--- config.mk ---
export PLATFORM = sky130hd
export DESIGN_NAME = multicycle_main_controller_flat
export DESIGN_NICKNAME = d
export VERILOG_FILES = /design/src/rtl/multicycle_main_controller_pkg.sv /design/src/rtl/multicycle_main_controller_if.sv /design/src/rtl/multicycle_main_controller_mem_wait_watchdog.sv /design/src/rtl/multicycle_main_controller.sv /design/src/flat_wrapper.sv
export SDC_FILE = /design/constraint.sdc
export NUM_CORES = 1
export LEC_CHECK = 0
export BUFFER_PORTS_ARGS = -buffer_cell sky130_fd_sc_hd__buf_2
export CORE_AREA = 2 2 57 59
export CTS_BUF_LIST = sky130_fd_sc_hd__clkbuf_16
export CTS_CLUSTER_DIAMETER = 60
export DETAILED_ROUTE_END_ITERATION = 10
export DIE_AREA = 0 0 59 61
export PLACE_DENSITY = 0.67
export SYNTH_ARGS = -nofsm -noshare
export SYNTH_HDL_FRONTEND = slang
export SYNTH_SLANG_ARGS = --single-unit
--- constraint.sdc ---
create_clock -name clk -period 4.8 [get_ports clk]
set_input_delay 0.48 -clock clk [delete_from_list [all_inputs] [get_ports clk]]
set_output_delay 0.48 -clock clk [all_outputs]
set_load 0.01 [all_outputs]
--- src/rtl/multicycle_main_controller_pkg.sv ---
// Shared encodings for the multicycle MIPS controller: opcodes, ALUOp, mux selects, FSM states.
// Latency: none (constants and a pure helper function only).
// Backpressure: none.
package mips_ctrl_pkg;

    localparam logic [5:0] OP_RTYPE = 6'b000000;
    localparam logic [5:0] OP_LW    = 6'b100011;
    localparam logic [5:0] OP_SW    = 6'b101011;
    localparam logic [5:0] OP_BEQ   = 6'b000100;
    localparam logic [5:0] OP_ADDI  = 6'b001000;
    localparam logic [5:0] OP_J     = 6'b000010;

    localparam logic [1:0] ALUOP_ADD  = 2'b00;
    localparam logic [1:0] ALUOP_SUB  = 2'b01;
    localparam logic [1:0] ALUOP_FUNC = 2'b10;

    localparam logic       SRCA_PC  = 1'b0;
    localparam logic       SRCA_REG = 1'b1;

    localparam logic [1:0] SRCB_REG     = 2'b00;
    localparam logic [1:0] SRCB_FOUR    = 2'b01;
    localparam logic [1:0] SRCB_IMM     = 2'b10;
    localparam logic [1:0] SRCB_IMM_SL2 = 2'b11;

    localparam logic [1:0] PCSRC_ALU    = 2'b00;
    localparam logic [1:0] PCSRC_ALUOUT = 2'b01;
    localparam logic [1:0] PCSRC_JUMP   = 2'b10;

    typedef logic [3:0] state_t;

    localparam state_t S_IDLE     = 4'd0;
    localparam state_t S_FETCH    = 4'd1;
    localparam state_t S_DECODE   = 4'd2;
    localparam state_t S_MEMADR   = 4'd3;
    localparam state_t S_MEMREAD  = 4'd4;
    localparam state_t S_MEMWB    = 4'd5;
    localparam state_t S_MEMWRITE = 4'd6;
    localparam state_t S_EXEC     = 4'd7;
    localparam state_t S_ALUWB    = 4'd8;
    localparam state_t S_BRANCH   = 4'd9;
    localparam state_t S_ADDIEX   = 4'd10;
    localparam state_t S_ADDIWB   = 4'd11;
    localparam state_t S_JUMP     = 4'd12;
    localparam state_t S_HALT     = 4'd13;

    // States that hold a memory strobe and wait for mem_ready.
    function automatic logic is_wait_state(input state_t s);
        return (s == S_FETCH) || (s == S_MEMREAD) || (s == S_MEMWRITE);
    endfunction

endpackage

--- src/rtl/multicycle_main_controller_if.sv ---
// Controller <-> datapath/memory control bundle; master is the controller, slave the datapath.
// Latency: none (wiring only).
// Backpressure: mem_ready from the memory side stalls the controller.
interface multicycle_main_controller_if;
    logic [5:0] op;
    logic       zero;
    logic       mem_ready;
    logic [1:0] alu_op;
    logic       alu_src_a;
    logic [1:0] alu_src_b;
    logic [1:0] pc_src;
    logic       pc_en;
    logic       iord;
    logic       mem_rd;
    logic       mem_wr;
    logic       ir_write;
    logic       reg_dst;
    logic       mem_to_reg;
    logic       reg_write;
    logic       illegal_op;
    logic       bus_error;

    modport master (
        input  op, zero, mem_ready,
        output alu_op, alu_src_a, alu_src_b, pc_src, pc_en, iord, mem_rd, mem_wr,
               ir_write, reg_dst, mem_to_reg, reg_write, illegal_op, bus_error
    );

    modport slave (
        output op, zero, mem_ready,
        input  alu_op, alu_src_a, alu_src_b, pc_src, pc_en, iord, mem_rd, mem_wr,
               ir_write, reg_dst, mem_to_reg, reg_write, illegal_op, bus_error
    );
endinterface

--- src/rtl/multicycle_main_controller_mem_wait_watchdog.sv ---
// Counts mem_ready stall cycles in a memory state and latches a sticky bus_error on expiry.
// Latency: timeout is combinational from wait_cnt; bus_error registers one edge later.
// Backpressure: none; TIMEOUT_CYCLES=0 disables expiry.
module mem_wait_watchdog #(
    parameter int TIMEOUT_CYCLES = 255,
    parameter int CNT_W          = 8
) (
    input  logic clk,
    input  logic rst_n,
    input  logic in_wait,
    input  logic enter,
    input  logic mem_ready,
    output logic timeout,
    output logic bus_error
);
    localparam logic [CNT_W-1:0] LIMIT = CNT_W'(TIMEOUT_CYCLES);
    localparam logic [CNT_W-1:0] ONE   = CNT_W'(1);

    logic [CNT_W-1:0] wait_cnt;

    // A same-cycle mem_ready beats expiry, so it takes part in the compare.
    assign timeout = (TIMEOUT_CYCLES != 0) && in_wait && !mem_ready && (wait_cnt == LIMIT);

    always_ff @(posedge clk or negedge rst_n) begin
        if (!rst_n) begin
            wait_cnt  <= '0;
            bus_error <= 1'b0;
        end else begin
            if (timeout)
                bus_error <= 1'b1;
            if (enter)
                wait_cnt <= '0;
            else if (in_wait && !mem_ready && (wait_cnt != '1))
                wait_cnt <= wait_cnt + ONE;
        end
    end
endmodule

--- src/rtl/multicycle_main_controller.sv ---
// Multicycle MIPS main control FSM driving ALU, register file and unified memory selects.
// Latency: lw 5, sw/R-type/addi 4, beq/j 3 cycles, plus one per mem_ready stall cycle.
// Backpressure: mem_ready low holds FETCH/MEMREAD/MEMWRITE; watchdog expiry parks in HALT.
module multicycle_main_controller
    import mips_ctrl_pkg::*;
#(
    parameter int TIMEOUT_CYCLES = 255,
    parameter int CNT_W          = 8
) (
    input  logic                          clk,
    input  logic                          rst_n,
    multicycle_main_controller_if.master  bus
);
    state_t state, state_nxt;
    logic   timeout, bus_error, pc_write, branch;

    mem_wait_watchdog #(
        .TIMEOUT_CYCLES(TIMEOUT_CYCLES),
        .CNT_W         (CNT_W)
    ) u_watchdog (
        .clk      (clk),
        .rst_n    (rst_n),
        .in_wait  (is_wait_state(state)),
        .enter    (is_wait_state(state_nxt) && (state_nxt != state)),
        .mem_ready(bus.mem_ready),
        .timeout  (timeout),
        .bus_error(bus_error)
    );

    always_ff @(posedge clk or negedge rst_n) begin
        if (!rst_n)
            state <= S_IDLE;
        else
            state <= state_nxt;
    end

    always_comb begin
        state_nxt = state;
        case (state)
            S_IDLE:     state_nxt = S_FETCH;
            S_FETCH:    if (bus.mem_ready) state_nxt = S_DECODE;
            S_DECODE: begin
                case (bus.op)
                    OP_LW, OP_SW: state_nxt = S_MEMADR;
                    OP_RTYPE:     state_nxt = S_EXEC;
                    OP_BEQ:       state_nxt = S_BRANCH;
                    OP_ADDI:      state_nxt = S_ADDIEX;
                    OP_J:         state_nxt = S_JUMP;
                    default:      state_nxt = S_FETCH;
                endcase
            end
            S_MEMADR:   state_nxt = (bus.op == OP_SW) ? S_MEMWRITE : S_MEMREAD;
            S_MEMREAD:  if (bus.mem_ready) state_nxt = S_MEMWB;
            S_MEMWRITE: if (bus.mem_ready) state_nxt = S_FETCH;
            S_EXEC:     state_nxt = S_ALUWB;
            S_ADDIEX:   state_nxt = S_ADDIWB;
            S_MEMWB, S_ALUWB, S_BRANCH, S_ADDIWB, S_JUMP:
                        state_nxt = S_FETCH;
            S_HALT:     state_nxt = S_HALT;
            default:    state_nxt = S_IDLE;
        endcase
        if (timeout)
            state_nxt = S_HALT;
    end

    always_comb begin
        bus.alu_op     = ALUOP_ADD;
        bus.alu_src_a  = SRCA_PC;
        bus.alu_src_b  = SRCB_REG;
        bus.pc_src     = PCSRC_ALU;
        bus.iord       = 1'b0;
        bus.mem_rd     = 1'b0;
        bus.mem_wr     = 1'b0;
        bus.ir_write   = 1'b0;
        bus.reg_dst    = 1'b0;
        bus.mem_to_reg = 1'b0;
        bus.reg_write  = 1'b0;
        bus.illegal_op = 1'b0;
        pc_write       = 1'b0;
        branch         = 1'b0;
        case (state)
            S_FETCH: begin
                bus.mem_rd    = 1'b1;
                bus.alu_src_b = SRCB_FOUR;
                bus.ir_write  = bus.mem_ready;
                pc_write      = bus.mem_ready;
            end
            S_DECODE: begin
                bus.alu_src_b = SRCB_IMM_SL2;
                case (bus.op)
                    OP_LW, OP_SW, OP_RTYPE, OP_BEQ, OP_ADDI, OP_J: ;
                    default: bus.illegal_op = 1'b1;
                endcase
            end
            S_MEMADR, S_ADDIEX: begin
                bus.alu_src_a = SRCA_REG;
                bus.alu_src_b = SRCB_IMM;
            end
            S_MEMREAD: begin
                bus.mem_rd = 1'b1;
                bus.iord   = 1'b1;
            end
            S_MEMWB: begin
                bus.reg_write  = 1'b1;
                bus.mem_to_reg = 1'b1;
            end
            S_MEMWRITE: begin
                bus.mem_wr = 1'b1;
                bus.iord   = 1'b1;
            end
            S_EXEC: begin
                bus.alu_src_a = SRCA_REG;
                bus.alu_op    = ALUOP_FUNC;
            end
            S_ALUWB: begin
                bus.reg_write = 1'b1;
                bus.reg_dst   = 1'b1;
            end
            S_BRANCH: begin
                bus.alu_src_a = SRCA_REG;
                bus.alu_op    = ALUOP_SUB;
                bus.pc_src    = PCSRC_ALUOUT;
                branch        = 1'b1;
            end
            S_ADDIWB:   bus.reg_write = 1'b1;
            S_JUMP: begin
                bus.pc_src = PCSRC_JUMP;
                pc_write   = 1'b1;
            end
            default: ;
        endcase
    end

    assign bus.pc_en     = pc_write | (branch & bus.zero);
    assign bus.bus_error = bus_error;
endmodule

--- src/flat_wrapper.sv ---
// flat-port wrapper written by rule: the top's interface ports become plain ports
module multicycle_main_controller_flat import mips_ctrl_pkg::*;
#(
    parameter int TIMEOUT_CYCLES = 255,
    parameter int CNT_W          = 8
)
  (clk, rst_n, bus_op, bus_zero, bus_mem_ready, bus_alu_op, bus_alu_src_a, bus_alu_src_b, bus_pc_src, bus_pc_en, bus_iord, bus_mem_rd, bus_mem_wr, bus_ir_write, bus_reg_dst, bus_mem_to_reg, bus_reg_write, bus_illegal_op, bus_bus_error);
  multicycle_main_controller_if bus_i ();
  input  logic clk;
  input  logic rst_n;
  input wire logic [$bits(bus_i.op)-1:0] bus_op;
  input wire logic [$bits(bus_i.zero)-1:0] bus_zero;
  input wire logic [$bits(bus_i.mem_ready)-1:0] bus_mem_ready;
  output wire logic [$bits(bus_i.alu_op)-1:0] bus_alu_op;
  output wire logic [$bits(bus_i.alu_src_a)-1:0] bus_alu_src_a;
  output wire logic [$bits(bus_i.alu_src_b)-1:0] bus_alu_src_b;
  output wire logic [$bits(bus_i.pc_src)-1:0] bus_pc_src;
  output wire logic [$bits(bus_i.pc_en)-1:0] bus_pc_en;
  output wire logic [$bits(bus_i.iord)-1:0] bus_iord;
  output wire logic [$bits(bus_i.mem_rd)-1:0] bus_mem_rd;
  output wire logic [$bits(bus_i.mem_wr)-1:0] bus_mem_wr;
  output wire logic [$bits(bus_i.ir_write)-1:0] bus_ir_write;
  output wire logic [$bits(bus_i.reg_dst)-1:0] bus_reg_dst;
  output wire logic [$bits(bus_i.mem_to_reg)-1:0] bus_mem_to_reg;
  output wire logic [$bits(bus_i.reg_write)-1:0] bus_reg_write;
  output wire logic [$bits(bus_i.illegal_op)-1:0] bus_illegal_op;
  output wire logic [$bits(bus_i.bus_error)-1:0] bus_bus_error;
  assign bus_i.op = bus_op;
  assign bus_i.zero = bus_zero;
  assign bus_i.mem_ready = bus_mem_ready;
  assign bus_alu_op = bus_i.alu_op;
  assign bus_alu_src_a = bus_i.alu_src_a;
  assign bus_alu_src_b = bus_i.alu_src_b;
  assign bus_pc_src = bus_i.pc_src;
  assign bus_pc_en = bus_i.pc_en;
  assign bus_iord = bus_i.iord;
  assign bus_mem_rd = bus_i.mem_rd;
  assign bus_mem_wr = bus_i.mem_wr;
  assign bus_ir_write = bus_i.ir_write;
  assign bus_reg_dst = bus_i.reg_dst;
  assign bus_mem_to_reg = bus_i.mem_to_reg;
  assign bus_reg_write = bus_i.reg_write;
  assign bus_illegal_op = bus_i.illegal_op;
  assign bus_bus_error = bus_i.bus_error;
  multicycle_main_controller #(.TIMEOUT_CYCLES(TIMEOUT_CYCLES), .CNT_W(CNT_W)) u_core (.clk(clk), .rst_n(rst_n), .bus(bus_i));
endmodule
* Word level (Yosys, flattened, before mapping)
Index checks and enable logic that the tools add are counted.
** Storage, ports and cells
- Register bits after elaboration :: 13
- Output and inout port bits :: 17
- Word-level logic and storage cells :: 74
** Cells by class
- Add/sub/neg operators :: 1
- Equal/unequal tests :: 24
- Multiplexer cells :: 24
- Bitwise operators :: 2
- Reduce and logical (&&, ||, !) cells :: 20
** Operator list (count)
- one-hot mux 4 bit (9 select lines) :: 1
- == test 4 x 3 -> 1 bit (second input constant) :: 6
- == test 4 bit (second input constant) :: 6
- one-hot mux 4 bit (5 select lines) :: 1
- 2-to-1 mux 4 bit :: 4
- 2-to-1 mux 8 bit :: 2
- == test 6 bit (second input constant) :: 2
- OR reduction 6 bit :: 2
- 2-to-1 mux 1 bit :: 11
- adder 8 x 1 -> 8 bit (second input constant) :: 1
- == test 4 x 1 -> 1 bit (second input constant) :: 2
- == test 4 x 2 -> 1 bit (second input constant) :: 2
- == test 8 bit (second input constant) :: 1
- inequality test 8 bit (second input constant) :: 1
- one-hot mux 2 bit (2 select lines) :: 2
- OR reduction 2 bit :: 4
- == test 6 x 2 -> 1 bit (second input constant) :: 1
- == test 6 x 3 -> 1 bit (second input constant) :: 1
- == test 6 x 4 -> 1 bit (second input constant) :: 1
- zero test 6 bit :: 1
- one-hot mux 2 bit (3 select lines) :: 1
- logical AND 1 bit :: 4
- zero test 4 bit :: 1
- logical OR 1 bit :: 4
- 9 further kinds :: 9

* Longest topological paths before layout
- Depth after elaboration :: 11
- Gate-level depth with buffers :: 9

* Cells and area by module
A second synthesis with hierarchy kept.
** Unflattened totals
- Cells, all modules :: 144
- Area total of the unflattened synthesis :: 1218.7 µm²
** Modules (own cells, without submodules)
- multicycle_main_controller :: instances 1, cells each 90, area an instance 650.6 µm², sequential area each 100.1 µm²
- mem_wait_watchdog :: instances 1, cells each 54, area an instance 568.0 µm², sequential area each 225.2 µm²

* Least setup slack after synthesis
OpenSTA, ideal clock, no wires.
- Path type :: in2reg
- From :: in bus_op[0]
- To :: reg u_core.u_watchdog.wait_cnt[0]
- Data arrival time :: 2.115 ns
- Slack :: 2.543 ns
- Stages on the path :: 6
- Path buffers :: 0
- Path through :: or4_1 -> nor2_1 -> a31o_2 -> nand2b_4 -> a2111oi_4 -> o22ai_1
** On the way
- Cells in the longest elaborated chain, start to end :: 10
- Elaborated cells between the ends (all ways) :: 20
** RTL lines
- start: declaration :: RTL line flat_wrapper.sv:11 : input wire logic [$bits(bus_i.op)-1:0] bus_op;
- == test 6 bit, on equally long branches :: RTL line multicycle_main_controller.sv:43, multicycle_main_controller.sv:52
- OR reduction 2 bit :: RTL line multicycle_main_controller.sv:43 : case (bus.op)
- one-hot mux 4 bit (5 select lines) :: RTL line multicycle_main_controller.sv:43
- one-hot mux 4 bit (9 select lines) (*) :: RTL line multicycle_main_controller.sv:39 : case (state)
- 2-to-1 mux 4 bit (*) :: RTL line multicycle_main_controller.sv:62 : if (timeout)
- == test 4 x 1 -> 1 bit or == test 4 x 3 -> 1 bit (tied branches) :: RTL line multicycle_main_controller_pkg.sv:48 : return (s == S_FETCH) || (s == S_MEMREAD) || (s == S_MEMWRITE);
- logical OR 1 bit (2 in a row) :: RTL line multicycle_main_controller_pkg.sv:48
- logical AND 1 bit (*) :: RTL line multicycle_main_controller.sv:24 : .enter (is_wait_state(state_nxt) && (state_nxt != state)),
- 2-to-1 mux 8 bit or nonzero test 2 bit (tied branches)
- end signal: assignment :: RTL line multicycle_main_controller_mem_wait_watchdog.sv:34 : wait_cnt <= wait_cnt + ONE;
- end: declaration :: RTL line multicycle_main_controller_mem_wait_watchdog.sv:19 : logic [CNT_W-1:0] wait_cnt;
Every way passes the cells marked *; elsewhere a longest branch is shown, timed or not.
A chain may end at the register's enable or synchronous reset.

* Worst setup path in the final report
- From :: reg u_core.state[3]
- To :: reg u_core.u_watchdog.wait_cnt[3]
** On the way
- Cells in the longest elaborated chain, start to end :: 11
- Elaborated cells between the ends (all ways) :: 34
** RTL lines
- start: declaration :: RTL line multicycle_main_controller.sv:14 : state_t state, state_nxt;
- start signal: assignment :: RTL line multicycle_main_controller.sv:34 : state <= state_nxt;
- parallel branches: the longest is 11 deep, another holds one-hot mux 4 bit (9 select lines)
Parallel ways; which one is timed is not known.

==> metrics.cfg <==
[pwr]
max-vdd-ir-drop_v=0.0002696
power_leakage_nw=0.6780
p_per_area_mw_per_mm2=545.6
totalPowerFinal_mw=0.8301

[grt]
grt_max_degree=26
met3_usage_pct=3.198
grtUsageTotal_pct=20.32
grt.busiest_layer=met2
met1_usage_pct=25.46
grt_pass1_wl_um=5478
grt-ovfl-total=0
met2_usage_pct=33.33
antenna_found_initial=0
grt_pass1_vias=1132

[clock_network]
ctsHoldBuffers=0
insertion_delay_ns=0.24
cts_buffers=3
clockRootBuffer=clkbuf_16
cts_tree=yes
htreeDepth=1
post_cts_buffers=0
cts_resized=0
cts_sinks=13
clk_pin_slew_ns=0.05
max-clock-path-buffers=2

[sta]
finalCriticalPeriod_ns=2.934
slew_headroom_pct=54.64
finalSetupTns_ns=0
worst_pin_slew_ns=0.6759
clock.fmax_mhz=340.9
rsz0062_at_grt=false
period_share_pct=61.11
drv_slew=0
fin_worst_skew_ns=0.003290
hold_viol=0
setup_viol=0

[floorplanning]
coreArea_mm2=0.002953
fp.dieH_um=61
io_pins=27
dieWidth_um=59
die_area_mm2=0.003599
start_util_pct=44.96
fp-row-count=20

[setup_path]
worstPathMaxFanout=25
startpoint_type=register
critPathCaptureType=register
cp.arrival_ns=3.03
required_ns=4.90
critPathKind=reg -> reg

[synthesis]
ys_seq_elements=13
synth_top_area_share_pct=24.51
syn-num-nets=170
synth_mux_area_share_pct=1.602
synth-main-ff-cell=dfrtp_1
synth-xor-area-share_pct=11.12
synth_top_family_by_area=simple AND/OR/NAND/NOR gates
synth.area.top_cells=dfrtp_1 25%, xor2_1 5.3%, nand4_1 4.7%
yosys_warnings=0
syn_area_mm2=0.001328
synthSimpleGateAreaFrac_pct=37.98
synth_edf_count=0
synthAdderAreaFrac_pct=0.9425
ys_seq_area_share_pct=24.51
yosys-top-cells-count=13 x dfrtp_1, 13 x nor2_1, 11 x nand2_1
synth_area_leader_cell=dfrtp_1
avgSynthCellArea_um2=8.349
async_flop_share_pct=100.0
synth_compound_area_share_pct=18.94
syn_inst=159
synth.distinct_cells=51

[drt]
ant_nets=0
vias=1313
drc=0
viasPerCell=6.223
drtIter0Drc=132
wl_um=3319
drtPass1Iterations=4
wl_per_cell_um=15.73

[cells_and_area]
area_growth_pct=14.61
fin_nets=190
antennaDiodeCount=0
drive_gt1_share_pct=23.60

[hold_path]
min_path_type=in -> async

[placement]
dpl.hpwl_um=2400
routabilityCongestion=0.8603
io_buffers=26

[status]
outcome=complete, no violations

[run]
maxCapViolations=0

-- worst max-delay path: stages (launching register included) --
cell       delay [ns]
dfrtp_1          0.78
or4b_1           0.28
nor3_1           0.07
nor4_1           0.60
nand3_1          0.23
a2111oi_4        0.64
o22ai_1          0.19
-- worst paths after layout --
path | start | cells past startpoint | slack, ns | to
worst max-delay path | u_core.state[3]$_DFF_PN0_ | 6 | 1.87 | u_core.u_watchdog.wait_cnt[3]$_DFFE_PN0P_
worst min-delay path | rst_n | 1 | 0.12 | u_core.u_watchdog.wait_cnt[2]$_DFFE_PN0P_
worst max register to register | u_core.state[3]$_DFF_PN0_ | 6 | 1.87 | u_core.u_watchdog.wait_cnt[3]$_DFFE_PN0P_
worst min register to register | u_core.u_watchdog.bus_error$_DFFE_PN0P_ | 1 | 0.46 | u_core.u_watchdog.bus_error$_DFFE_PN0P_
max in group asynchronous | rst_n | 1 | 4.44 | u_core.state[1]$_DFF_PN0_
min in group clk | u_core.u_watchdog.bus_error$_DFFE_PN0P_ | 1 | 0.46 | u_core.u_watchdog.bus_error$_DFFE_PN0P_
-- registers in the layout, indices dropped and copies added, names as in the netlist --
name,flops
u_core.u_watchdog.wait_cnt,8
u_core.state,4
u_core.u_watchdog.bus_error,1
-- metal layers --
metal / share of wire [%] / vias up
met5: 0 / -
met2: 47 / 46
met3: 6.2 / 6
met4: 1.6 / 0
met1: 45 / 611
li1: - / 650
-- final cells by class --
type / count / area [um2]
flip-flops and latches: 13 / 325.3
fillers: 300 / 1431
clock buffers: 3 / 75.07
clock inverters: 1 / 5.005
inverters: 2 / 7.507
multi-input cells: 133 / 937.1
well taps: 33 / 41.29
repair buffers: 26 / 130.1
-- layout by cell type, fill, tap and decap left out, types with 6 or more instances in the layout --
master	netlist	routed
nor2_1	13	13
buf_2	7	26
xor2_1	8	8
nor3_1	7	7
nand2_1	11	11
o22ai_1	8	8
xnor2_1	7	7
nand2b_1	6	6
nand3_1	8	8
dfrtp_1	13	13
nand4_1	10	10
-- power by group --
part / switching (mW) / leakage [nW] / internal, mW / total (mW)
Sequential: 0.0730 / 0.175 / 0.133 / 0.206
Combinational: 0.267 / 0.462 / 0.200 / 0.467
Clock: 0.0469 / 0.0409 / 0.111 / 0.158
Total: 0.387 / 0.678 / 0.443 / 0.830
-- per-stage QoR --
stage / util, % / setup WS, ns / std cells / hold slack [ns] / area [um2]
global placement: 48.81 / 2.089 / 207 / 0.3809 / 1441
finish: 51.53 / 1.866 / 211 / 0.1217 / 1521
CTS: 51.53 / 1.909 / 211 / 0.1297 / 1521
global route: 51.53 / 1.629 / 211 / 0.1423 / 1521
floorplan: - / 2.543 / 159 / 0.1844 / 1328
detailed placement: 48.81 / 1.908 / 207 / 0.3898 / 1441
-- cell families after synthesis --
family / after synthesis
DFF: 13
muxes: 2
xor gates and xnor gates: 16
AOI/OAI and AO/OA: 32
buffers and inverters: 13
adders and majority gates: 1
and+or+nand+nor: 82
No activity file was read; power rests on OpenSTA's default activity.
